File: src/rtl/ps2_codes_pkg.sv
// Scan codes, state encodings and shared types for the PS/2 direction-key transmitter.
package ps2_codes_pkg;

  localparam logic [7:0] SC_LEFT  = 8'h6B;
  localparam logic [7:0] SC_RIGHT = 8'h74;
  localparam logic [7:0] SC_UP    = 8'h75;
  localparam logic [7:0] SC_DOWN  = 8'h72;
  localparam logic [7:0] SC_BREAK = 8'hF0;

  localparam int unsigned FRAME_BITS = 11;
  localparam int unsigned NUM_KEYS   = 4;

  typedef enum logic [1:0] {IDLE, LOAD, FRAME, GAP} enc_state_t;
  typedef enum logic [1:0] {TX_IDLE, TX_FRAME, TX_GAP} tx_state_t;

  // Pending event chosen by the arbiter: key index (0=left..3=down) and make/break.
  typedef struct packed {
    logic       brk;
    logic [1:0] key;
  } sel_t;

  function automatic logic [7:0] scan_code(input logic [1:0] key);
    case (key)
      2'd0:    scan_code = SC_LEFT;
      2'd1:    scan_code = SC_RIGHT;
      2'd2:    scan_code = SC_UP;
      default: scan_code = SC_DOWN;
    endcase
  endfunction

endpackage

File: src/rtl/ps2_dir_encoder_if.sv
// Key levels in, PS/2 lines and transmit status out.
interface ps2_dir_encoder_if;
  logic       left;
  logic       right;
  logic       up;
  logic       down;
  logic       ps2_clk_o;
  logic       ps2_data_o;
  logic       busy;
  logic [7:0] tx_byte;
  logic       byte_done;

  modport master (
    input  left, right, up, down,
    output ps2_clk_o, ps2_data_o, busy, tx_byte, byte_done
  );

  modport slave (
    output left, right, up, down,
    input  ps2_clk_o, ps2_data_o, busy, tx_byte, byte_done
  );
endinterface

File: src/rtl/ps2_frame_tx.sv
// Serialises one byte as an 11-bit device-to-host PS/2 frame, then holds both lines high for the gap.
module ps2_frame_tx
  import ps2_codes_pkg::*;
#(
  parameter int unsigned CLK_DIV    = 2000,
  parameter int unsigned GAP_HALVES = 4
) (
  input  logic       clk,
  input  logic       rst,
  input  logic       start,
  input  logic [7:0] data,
  output logic       ps2_clk,
  output logic       ps2_data,
  output logic       byte_done,
  output logic       gap_done_c
);
  localparam int unsigned CNT_W = (CLK_DIV > 1) ? $clog2(CLK_DIV) : 1;
  localparam int unsigned BIT_W = 4;
  localparam int unsigned GAP_W = (GAP_HALVES > 1) ? $clog2(GAP_HALVES) : 1;
  localparam logic [CNT_W-1:0] CNT_LAST   = CNT_W'(CLK_DIV - 1);
  localparam logic [CNT_W-1:0] CNT_PENULT = CNT_W'(CLK_DIV - 2);
  localparam logic [BIT_W-1:0] BIT_LAST   = BIT_W'(FRAME_BITS - 1);
  localparam logic [GAP_W-1:0] GAP_LAST   = GAP_W'(GAP_HALVES - 1);

  tx_state_t              st, st_n;
  logic [CNT_W-1:0]       cnt, cnt_n;
  logic [BIT_W-1:0]       bit_idx, bit_n;
  logic [GAP_W-1:0]       ghalf, ghalf_n;
  logic                   lo, lo_n;
  logic [FRAME_BITS-2:0]  shreg, shreg_n;
  logic                   clk_n, data_n, done_n;

  always_ff @(posedge clk) begin
    if (rst) begin
      st        <= TX_IDLE;
      cnt       <= '0;
      bit_idx   <= '0;
      ghalf     <= '0;
      lo        <= 1'b0;
      shreg     <= '0;
      ps2_clk   <= 1'b1;
      ps2_data  <= 1'b1;
      byte_done <= 1'b0;
    end else begin
      st        <= st_n;
      cnt       <= cnt_n;
      bit_idx   <= bit_n;
      ghalf     <= ghalf_n;
      lo        <= lo_n;
      shreg     <= shreg_n;
      ps2_clk   <= clk_n;
      ps2_data  <= data_n;
      byte_done <= done_n;
    end
  end

  // shreg holds data[0..7], parity, stop; the start bit is driven directly on entry.
  always_comb begin
    st_n       = st;
    cnt_n      = cnt;
    bit_n      = bit_idx;
    ghalf_n    = ghalf;
    lo_n       = lo;
    shreg_n    = shreg;
    clk_n      = ps2_clk;
    data_n     = ps2_data;
    done_n     = 1'b0;
    gap_done_c = 1'b0;
    case (st)
      TX_IDLE: begin
        clk_n  = 1'b1;
        data_n = 1'b1;
        if (start) begin
          st_n    = TX_FRAME;
          shreg_n = {1'b1, ~^data, data};
          data_n  = 1'b0;
          cnt_n   = '0;
          bit_n   = '0;
          lo_n    = 1'b0;
        end
      end
      TX_FRAME: begin
        // Registered pulse lands on the final cycle of the stop bit's low half.
        done_n = lo && (bit_idx == BIT_LAST) && (cnt == CNT_PENULT);
        if (cnt == CNT_LAST) begin
          cnt_n = '0;
          if (!lo) begin
            lo_n  = 1'b1;
            clk_n = 1'b0;
          end else if (bit_idx == BIT_LAST) begin
            st_n    = TX_GAP;
            lo_n    = 1'b0;
            ghalf_n = '0;
            clk_n   = 1'b1;
            data_n  = 1'b1;
          end else begin
            lo_n    = 1'b0;
            bit_n   = bit_idx + 1'b1;
            clk_n   = 1'b1;
            data_n  = shreg[0];
            shreg_n = shreg >> 1;
          end
        end else begin
          cnt_n = cnt + 1'b1;
        end
      end
      TX_GAP: begin
        if (cnt == CNT_LAST) begin
          cnt_n = '0;
          if (ghalf == GAP_LAST) begin
            gap_done_c = 1'b1;
            st_n       = TX_IDLE;
          end else begin
            ghalf_n = ghalf + 1'b1;
          end
        end else begin
          cnt_n = cnt + 1'b1;
        end
      end
      default: st_n = TX_IDLE;
    endcase
  end

endmodule

File: src/rtl/ps2_dir_encoder.sv
// Direction keys to PS/2 make/break bytes: edge detection, pend flags, arbitration and break sequencing.
module ps2_dir_encoder
  import ps2_codes_pkg::*;
#(
  parameter int unsigned CLK_DIV    = 2000,
  parameter int unsigned GAP_HALVES = 4
) (
  input logic               clk,
  input logic               rst,
  ps2_dir_encoder_if.master bus
);
  logic [NUM_KEYS-1:0] keys, prev, make_pend, brk_pend, mp_n, bp_n;
  logic [NUM_KEYS-1:0] rise, fall, cancel, sel_mask, load_make, load_brk;
  enc_state_t          state, state_n;
  sel_t                sel, sel_n;
  logic                sec_due, sec_due_n, busy_r, busy_n;
  logic [7:0]          sec_code, sec_code_n, tx_byte_r, tx_byte_n;
  logic                start_c, frame_done, gap_done_c;

  // Lowest key index wins; make beats break within a key.
  function automatic sel_t pick(input logic [NUM_KEYS-1:0] mp, input logic [NUM_KEYS-1:0] bp);
    sel_t s;
    s = '0;
    if (mp[0] | bp[0])      begin s.key = 2'd0; s.brk = ~mp[0]; end
    else if (mp[1] | bp[1]) begin s.key = 2'd1; s.brk = ~mp[1]; end
    else if (mp[2] | bp[2]) begin s.key = 2'd2; s.brk = ~mp[2]; end
    else                    begin s.key = 2'd3; s.brk = ~mp[3]; end
    return s;
  endfunction

  assign keys     = {bus.down, bus.up, bus.right, bus.left};
  assign rise     = keys & ~prev;
  assign fall     = ~keys & prev;
  assign sel_mask = NUM_KEYS'(1) << sel.key;

  always_ff @(posedge clk) begin
    if (rst) begin
      state     <= IDLE;
      prev      <= '0;
      make_pend <= '0;
      brk_pend  <= '0;
      sel       <= '0;
      sec_due   <= 1'b0;
      sec_code  <= '0;
      tx_byte_r <= '0;
      busy_r    <= 1'b0;
    end else begin
      state     <= state_n;
      prev      <= keys;
      make_pend <= mp_n;
      brk_pend  <= bp_n;
      sel       <= sel_n;
      sec_due   <= sec_due_n;
      sec_code  <= sec_code_n;
      tx_byte_r <= tx_byte_n;
      busy_r    <= busy_n;
    end
  end

  always_comb begin
    state_n    = state;
    sel_n      = sel;
    sec_due_n  = sec_due;
    sec_code_n = sec_code;
    tx_byte_n  = tx_byte_r;
    start_c    = 1'b0;
    load_make  = '0;
    load_brk   = '0;
    case (state)
      IDLE: begin
        if (|(make_pend | brk_pend)) begin
          sel_n   = pick(make_pend, brk_pend);
          state_n = LOAD;
        end
      end
      LOAD: begin
        start_c = 1'b1;
        state_n = FRAME;
        if (sec_due) begin
          tx_byte_n = sec_code;
          sec_due_n = 1'b0;
        end else if (sel.brk) begin
          tx_byte_n  = SC_BREAK;
          sec_code_n = scan_code(sel.key);
          sec_due_n  = 1'b1;
          load_brk   = sel_mask;
        end else begin
          tx_byte_n = scan_code(sel.key);
          load_make = sel_mask;
        end
      end
      FRAME: if (frame_done) state_n = GAP;
      GAP:   if (gap_done_c) state_n = sec_due ? LOAD : IDLE;
      default: state_n = IDLE;
    endcase

    // A release cancels a make that has not started; a make being loaded this cycle counts as started.
    cancel = fall & make_pend & ~load_make;
    mp_n   = ((make_pend & ~load_make) | rise) & ~cancel;
    bp_n   = (brk_pend & ~load_brk & ~rise) | (fall & ~cancel);

    busy_n = (state_n == FRAME) || (state_n == GAP) || ((state == GAP) && (state_n == LOAD));
  end

  ps2_frame_tx #(
    .CLK_DIV    (CLK_DIV),
    .GAP_HALVES (GAP_HALVES)
  ) u_tx (
    .clk        (clk),
    .rst        (rst),
    .start      (start_c),
    .data       (tx_byte_n),
    .ps2_clk    (bus.ps2_clk_o),
    .ps2_data   (bus.ps2_data_o),
    .byte_done  (frame_done),
    .gap_done_c (gap_done_c)
  );

  assign bus.byte_done = frame_done;
  assign bus.busy      = busy_r;
  assign bus.tx_byte   = tx_byte_r;

endmodule

File: src/flat_wrapper.sv
// flat-port wrapper written by rule: the top's interface ports become plain ports
module ps2_dir_encoder_flat import ps2_codes_pkg::*;
#(
  parameter int unsigned CLK_DIV    = 2000,
  parameter int unsigned GAP_HALVES = 4
)
  (clk, rst, bus_left, bus_right, bus_up, bus_down, bus_ps2_clk_o, bus_ps2_data_o, bus_busy, bus_tx_byte, bus_byte_done);
  ps2_dir_encoder_if bus_i ();
  input logic clk;
  input logic rst;
  input wire logic [$bits(bus_i.left)-1:0] bus_left;
  input wire logic [$bits(bus_i.right)-1:0] bus_right;
  input wire logic [$bits(bus_i.up)-1:0] bus_up;
  input wire logic [$bits(bus_i.down)-1:0] bus_down;
  output wire logic [$bits(bus_i.ps2_clk_o)-1:0] bus_ps2_clk_o;
  output wire logic [$bits(bus_i.ps2_data_o)-1:0] bus_ps2_data_o;
  output wire logic [$bits(bus_i.busy)-1:0] bus_busy;
  output wire logic [$bits(bus_i.tx_byte)-1:0] bus_tx_byte;
  output wire logic [$bits(bus_i.byte_done)-1:0] bus_byte_done;
  assign bus_i.left = bus_left;
  assign bus_i.right = bus_right;
  assign bus_i.up = bus_up;
  assign bus_i.down = bus_down;
  assign bus_ps2_clk_o = bus_i.ps2_clk_o;
  assign bus_ps2_data_o = bus_i.ps2_data_o;
  assign bus_busy = bus_i.busy;
  assign bus_tx_byte = bus_i.tx_byte;
  assign bus_byte_done = bus_i.byte_done;
  ps2_dir_encoder #(.CLK_DIV(CLK_DIV), .GAP_HALVES(GAP_HALVES)) u_core (.clk(clk), .rst(rst), .bus(bus_i));
endmodule
File: config.mk
export PLATFORM = sky130hd
export DESIGN_NAME = ps2_dir_encoder_flat
export DESIGN_NICKNAME = d
export VERILOG_FILES = /design/src/rtl/ps2_codes_pkg.sv /design/src/rtl/ps2_dir_encoder_if.sv /design/src/rtl/ps2_frame_tx.sv /design/src/rtl/ps2_dir_encoder.sv /design/src/flat_wrapper.sv
export SDC_FILE = /design/constraint.sdc
export NUM_CORES = 1
export LEC_CHECK = 0
export ABC_AREA = 1
export CORE_ASPECT_RATIO = 0.7
export CORE_MARGIN = 4
export CORE_UTILIZATION = 55
export DETAILED_ROUTE_END_ITERATION = 8
export DONT_BUFFER_PORTS = 1
export PLACE_DENSITY = 0.74
export SLEW_MARGIN = 40
export SYNTH_ARGS = -nofsm -noshare
export SYNTH_HDL_FRONTEND = slang
export SYNTH_SLANG_ARGS = --single-unit
File: constraint.sdc
create_clock -name clk -period 4.25 [get_ports clk]
set_input_delay 0.425 -clock clk [delete_from_list [all_inputs] [get_ports clk]]
set_output_delay 0.425 -clock clk [all_outputs]
set_load 0.005 [all_outputs]
==> flow_summary.json, run 1 <==
{
  "synthTopCellsByCount": "nand2_1, dfxtp_1, inv_1",
  "r2r-end": "u_core.u_tx.bit_idx[2]",
  "syn_to_final_growth_pct": 6.12,
  "finalCriticalPeriod_ns": 2.27,
  "end_kind": "register",
  "insertion_delay_ns": 0.34,
  "cts-root-buf": "clkbuf_8",
  "met2_length_um": 3050,
  "fmaxAchievable_mhz": 440,
  "grt_use_total_pct": 20.9,
  "power_mw": 1.96,
  "synth_most_common_cell": "nand2_1",
  "die_y_um": 74.1,
  "worst_path_max_delay_cell": "ha_1",
  "grt-ovfl-total": 0,
  "synth_top_area_share_pct": 38.4,
  "worst_pin_slew_ns": 0.510,
  "ant_nets": 0,
  "reg2reg_setup_slack_ns": 1.98,
  "drv_slew": 0,
  "cts.clk_slew.worst_paths_ns": 0.07,
  "hold_viol": 0,
  "drt-pass1-iter-count": 5,
  "crit_start": "u_core.u_tx.st[1]",
  "cp-start-kind": "register",
  "holdPathStages": 1,
  "yosysWarnings": 0,
  "post_cts_buffers": 0,
  "synth_flop_cell": "dfxtp_1",
  "cp_max_fo": 16,
  "netlist_instances": 484,
  "peakVddDrop_mv": 0.274,
  "antenna_found_initial": 0,
  "arrival_ns": 2.55,
  "die_x_um": 102,
  "port_buffers": 0,
  "hpwl_um": 5280,
  "cts_buffer_depth": 2,
  "critPathCapture": "u_core.u_tx.bit_idx[2]",
  "max_stage_delay_ns": 0.48,
  "gp_congestion": 0.802,
  "slew_headroom_pct": 65.6,
  "wl_per_cell_um": 12.8,
  "dr_wl_met3_um": 446,
  "synth_nets": 504,
  "r2r-start": "u_core.u_tx.st[1]",
  "core_um2": 5900,
  "dieArea_um2": 7600,
  "rows": 23,
  "fin_area_um2": 3650,
  "cts_tree": "done",
  "postCtsHoldBufs": 0,
  "insertedDiodeCount": 0,
  "status": "finished clean",
  "yosysSeqAreaShare_pct": 38.4,
  "ys_ff_latch": 66,
  "rsz0062_at_grt": "false",
  "grt_pass1_vias": 2793,
  "htree_levels": 3,
  "period_share_pct": 53.5,
  "initial_core_util_pct": 58.3,
  "p_leak_nw": 1.57,
  "cts_sinks": 66,
  "drtIter0Drc": 167,
  "ctsResizeCount": 0,
  "cts_buffers": 9,
  "drc": 0,
  "ios": 18,
  "avgSynthCellArea_um2": 7.10,
  "setup_violations": 0,
  "hp-class": "input port to register",
  "final.setup.tns_ns": 0,
  "fin_skew_ns": 0.00747,
  "grt_max_degree": 43,
  "power_density_nw_per_um2": 537,
  "vias_per_cell": 5.29,
  "grt_pass1_wl_um": 12600,
  "top_layer": "met4",
  "nNetsFinal": 503,
  "reg2regPathDepth": 10,
  "crit_chain": "inv_1, ha_1, inv_1, nor2_1, nor2_4, nand3_4, inv_2, nand2_1, nand2_1, nor2_1",
  "wl_met1_um": 3620,
  "crit_required_ns": 4.52,
  "synth_cell_types": 41,
  "synth_edf_count": 0,
  "placed_area_um2": 3460,
  "synth_area_um2": 3440,
  "yosysTopAreaCell": "dfxtp_1",
  "crit_type": "register to register",
  "synth_area_leaders": "dfxtp_1, nand2_1, inv_1",
  "maxCapViolCount": 0,
  "drt_wl_total_um": 7190,
  "drive_gt1_share_pct": 11.1,
  "num_vias": 2980,
  "async_flop_share_pct": 0
}
-- critical path, delay by kind of cell, from the launching register on --
kind	cells	cell delay, ns
AND/OR/NAND/NOR	6	0.87
adder cells (fa/ha/maj)	1	0.48
flip-flops	1	0.32
buffers and inverters	3	0.53
-- state kept, by name (all words and copies together), names as in the netlist --
signal                 cells
u_core.brk_pend            4
u_core.bus.busy            1
u_core.bus.tx_byte         8
u_core.make_pend           4
u_core.prev                4
u_core.sec_code            6
u_core.sec_due             1
u_core.sel                 3
u_core.state               2
u_core.u_tx.bit_idx        4
u_core.u_tx.byte_done      1
u_core.u_tx.cnt           11
u_core.u_tx.ghalf          2
u_core.u_tx.lo             1
u_core.u_tx.ps2_clk        1
u_core.u_tx.ps2_data       1
u_core.u_tx.shreg         10
u_core.u_tx.st             2
-- metal layers --
layer | track usage, % | vias to the layer above
li1 | - | 1549
met1 | 29.0 | 1355
met2 | 32.2 | 67
met3 | 5.72 | 9
met4 | 5.53 | 0
met5 | 0 | -
-- where the power goes --
group / switching (mW) / total, mW / internal [mW]
Sequential: 0.0669 / 0.776 / 0.709
Clock: 0.229 / 0.487 / 0.258
Combinational: 0.469 / 0.693 / 0.224
Total: 0.765 / 1.96 / 1.19
-- final cells by class --
type                            instances  area (um2)
Fill cell                             547        2250
Multi-Input combinational cell        339        1800
Sequential cell                        66        1320
Inverter                               67         254
Clock buffer                           14         173
Tap cell                               75        93.8
Clock inverter                          2        10.0
-- how the worst min path moves through the flow --
stage	from	end	slack [ns]
detailed placement	u_core.u_tx.shreg[5]	u_core.u_tx.shreg[5]	0.44
floorplan	u_core.u_tx.shreg[6]	u_core.u_tx.shreg[6]	0.42
global route	rst	u_core.brk_pend[2]	0.14
finish	rst	u_core.prev[3]	0.15
global placement	u_core.u_tx.shreg[6]	u_core.u_tx.shreg[6]	0.44
CTS	rst	u_core.u_tx.shreg[8]	0.14
-- layout by cell type, fill, tap and decap left out, types with 3 or more instances in the layout --
master | Yosys | routed
a211oi_1 | 4 | 4
a21oi_1 | 39 | 39
clkbuf_8 | 0 | 12
dfxtp_1 | 66 | 66
ha_1 | 14 | 14
inv_1 | 59 | 59
inv_2 | 7 | 7
nand2_1 | 122 | 122
nand2_2 | 6 | 6
nand3_1 | 20 | 20
nand3b_1 | 4 | 4
nand4_1 | 3 | 3
nor2_1 | 52 | 52
nor2_2 | 3 | 3
nor2_4 | 7 | 7
nor3_1 | 11 | 11
o21ai_0 | 28 | 28
o21ai_2 | 3 | 3
-- cells by family after synthesis --
| kind of cell | Yosys count | share of synthesized area (%) |
|---|---|---|
| simple gates | 237 | 31.9 |
| compound gates | 87 | 15.0 |
| buf+inv | 79 | 9.32 |
| flops | 66 | 38.4 |
| fa+ha+maj | 14 | 5.10 |
| xor+xnor | 1 | 0.255 |
-- per-stage QoR --
step | hold slack (ns) | setup WS [ns] | utilization [%] | cells
after detailed placement | 0.444 | 2.01 | 58.7 | 547
after global placement | 0.436 | 2.12 | 58.7 | 547
after global routing | 0.137 | 1.74 | 61.8 | 563
final | 0.151 | 1.98 | 61.8 | 563
after floorplan | 0.425 | 2.62 | - | 484
after CTS | 0.142 | 1.99 | 61.8 | 563
Power figures use the tool's default switching activity.
==> inputs of run 2 (changes only) <==
==> constraint.sdc (replaced) <==
create_clock -name clk -period 2.4 [get_ports clk]
set_input_delay 0.24 -clock clk [delete_from_list [all_inputs] [get_ports clk]]
set_output_delay 0.24 -clock clk [all_outputs]
set_load 0.005 [all_outputs]
==> run 2 against run 1 <==
  * Non-clock buffer count increased by 3
  * Sequential cell count unchanged
  * Via count decreased by 0.30%
  * Register-to-register slack got worse by 1.6 ns
  * Critical path depth increased by 2
  * Sequential share of layout area decreased by 0.49 points
  * Die area unchanged
  * First-iteration DRC count decreased by 3.6%
  * Utilization increased by 0.85 points
  * Clock skew decreased by 0.00050 ns
  * Routed wire length decreased by 0.95%
  * Fmax increased by 9.9%
  * Largest cell class unchanged
  * Largest power group unchanged
  * Highest routed layer unchanged
==> flow_summary.json, run 2 (synthesis gave the netlist of run 1 again) <==
{
  "grt.busiest_layer": "met1",
  "peakVddDrop_mv": 0.480,
  "ant_nets": 0,
  "die_x_um": 102,
  "top_register": "u_core.u_tx.cnt",
  "final.setup.tns_ns": 0,
  "drt-pass1-iter-count": 5,
  "cp_common_cell": "nand2_1",
  "grt_pass1_vias": 2616,
  "p_leak_nw": 1.59,
  "gp_congestion": 0.849,
  "cts_sinks": 66,
  "critPathTopFamily": "simple AND/OR/NAND/NOR gates",
  "reg2reg_setup_slack_ns": 0.33,
  "final_util_pct": 62.7,
  "fin_skew_ns": 0.00697,
  "drive_gt1_share_pct": 11.4,
  "cp-start-kind": "register",
  "syn_to_final_growth_pct": 7.57,
  "htree_levels": 3,
  "r2r-start": "u_core.u_tx.cnt[1]",
  "drc": 0,
  "slew_headroom_pct": 62.6,
  "num_vias": 2971,
  "crit_chain": "ha_1, inv_1, nor2_1, nand3_1, nand2_1, o21ai_2, nor2_4, nand3_4, inv_2, nand2_1, nand2_1, nor2_1",
  "finalCriticalPeriod_ns": 2.07,
  "rsz0062_at_grt": "false",
  "core_um2": 5900,
  "grt_pass1_wl_um": 12300,
  "met2_usage_pct": 27.8,
  "port_buffers": 0,
  "mostFrequentLayoutCells": "nand2_1, dfxtp_1, inv_1",
  "drv_slew": 0,
  "grt-ovfl-total": 0,
  "worst_pin_slew_ns": 0.555,
  "setup_violations": 0,
  "antenna_found_initial": 0,
  "hp-class": "input port to register",
  "initial_core_util_pct": 58.3,
  "cts_buffers": 9,
  "vias_per_cell": 5.25,
  "hpwl_um": 5170,
  "power_density_nw_per_um2": 963,
  "placed_area_um2": 3480,
  "max_stage_delay_ns": 0.40,
  "dieArea_um2": 7600,
  "final_cells": 566,
  "gr-usage-met1_pct": 31.3,
  "drtIter0Drc": 161,
  "cts_tree": "done",
  "drt_wl_total_um": 7120,
  "arrival_ns": 2.31,
  "fin_area_um2": 3700,
  "grtUsageMet3_pct": 6.37,
  "cts_buffer_depth": 2,
  "grt_max_degree": 41,
  "largest_register_ffs": 11,
  "power_mw": 3.56,
  "rows": 23,
  "crit_start": "u_core.u_tx.cnt[1]",
  "period_share_pct": 86.2,
  "hold_viol": 0,
  "grt_use_total_pct": 20.7,
  "die_y_um": 74.1,
  "cts-root-buf": "clkbuf_8",
  "fmaxAchievable_mhz": 483,
  "crit_required_ns": 2.64,
  "cts.clk_slew.worst_paths_ns": 0.07,
  "wl_per_cell_um": 12.6,
  "hp-start": "bus_down",
  "end_kind": "register",
  "final_common_cell": "nand2_1",
  "crit_type": "register to register",
  "status": "finished clean",
  "post_cts_buffers": 0,
  "insertion_delay_ns": 0.35,
  "ios": 18,
  "cp_max_fo": 16,
  "path_buf_inv": 2,
  "dp.cells": 549,
  "insertedDiodeCount": 0,
  "nNetsFinal": 506,
  "maxCapViolCount": 0,
  "worst_path_max_delay_cell": "dfxtp_1"
}
[run 2: cell count changes in the layout (fill, tap and decap cells not counted), sizes merged]
cell	change
buf	+3
clkinv	-1
bufinv	+1
[run 2: stage by stage]
step | hold WS (ns) | setup slack [ns]
finish | 0.0175 | 0.331
global route | 0.00240 | 0.106
CTS | 0.00242 | 0.345
detailed placement | 0.319 | 0.353
global placement | 0.315 | 0.452
floorplan | 0.365 | 0.765
[run 2: worst paths after layout]
| path | end | cells after the start |
|---|---|---|
| worst min-delay path | u_core.prev[3] | 2 |
| worst max register to register | u_core.u_tx.bit_idx[1] | 12 |
| worst min register to register | u_core.u_tx.shreg[7] | 2 |
| worst max-delay path | u_core.u_tx.bit_idx[1] | 12 |
[run 2: power by group]
group / internal, mW / switching [mW] / leakage [nW]
clock network: 0.536 / 0.406 / 0.101
logic: 0.410 / 0.835 / 0.951
registers: 1.26 / 0.115 / 0.540
[run 2: what timing repair did]
item	in CTS	in global routing
gates resized for setup	0	0
hold buffers	1	0
endpoints found under the hold margin	40	0
[run 2: per-layer routing]
metal  vias to the layer above  share of wire (%)
met3                        10                6.3
met1                      1354                 52
li1                       1544                  -
met5                         -                  0
met2                        63                 41
met4                         0                1.1
[run 2: worst register-to-register path: stages, from the launching register on]
cell	delay [ns]
dfxtp_1	0.40
ha_1	0.20
inv_1	0.06
nor2_1	0.18
nand3_1	0.11
nand2_1	0.10
o21ai_2	0.09
nor2_4	0.13
nand3_4	0.17
inv_2	0.22
nand2_1	0.10
nand2_1	0.14
nor2_1	0.07
[run 2: area by class of cell]
class	count	area (um2)
clock buffers	14	163
repair buffers	3	35.0
inverters	67	254
well taps	75	93.8
clock inverters	2	35.0
multi-input cells	339	1800
fillers	539	2200
flip-flops and latches	66	1320
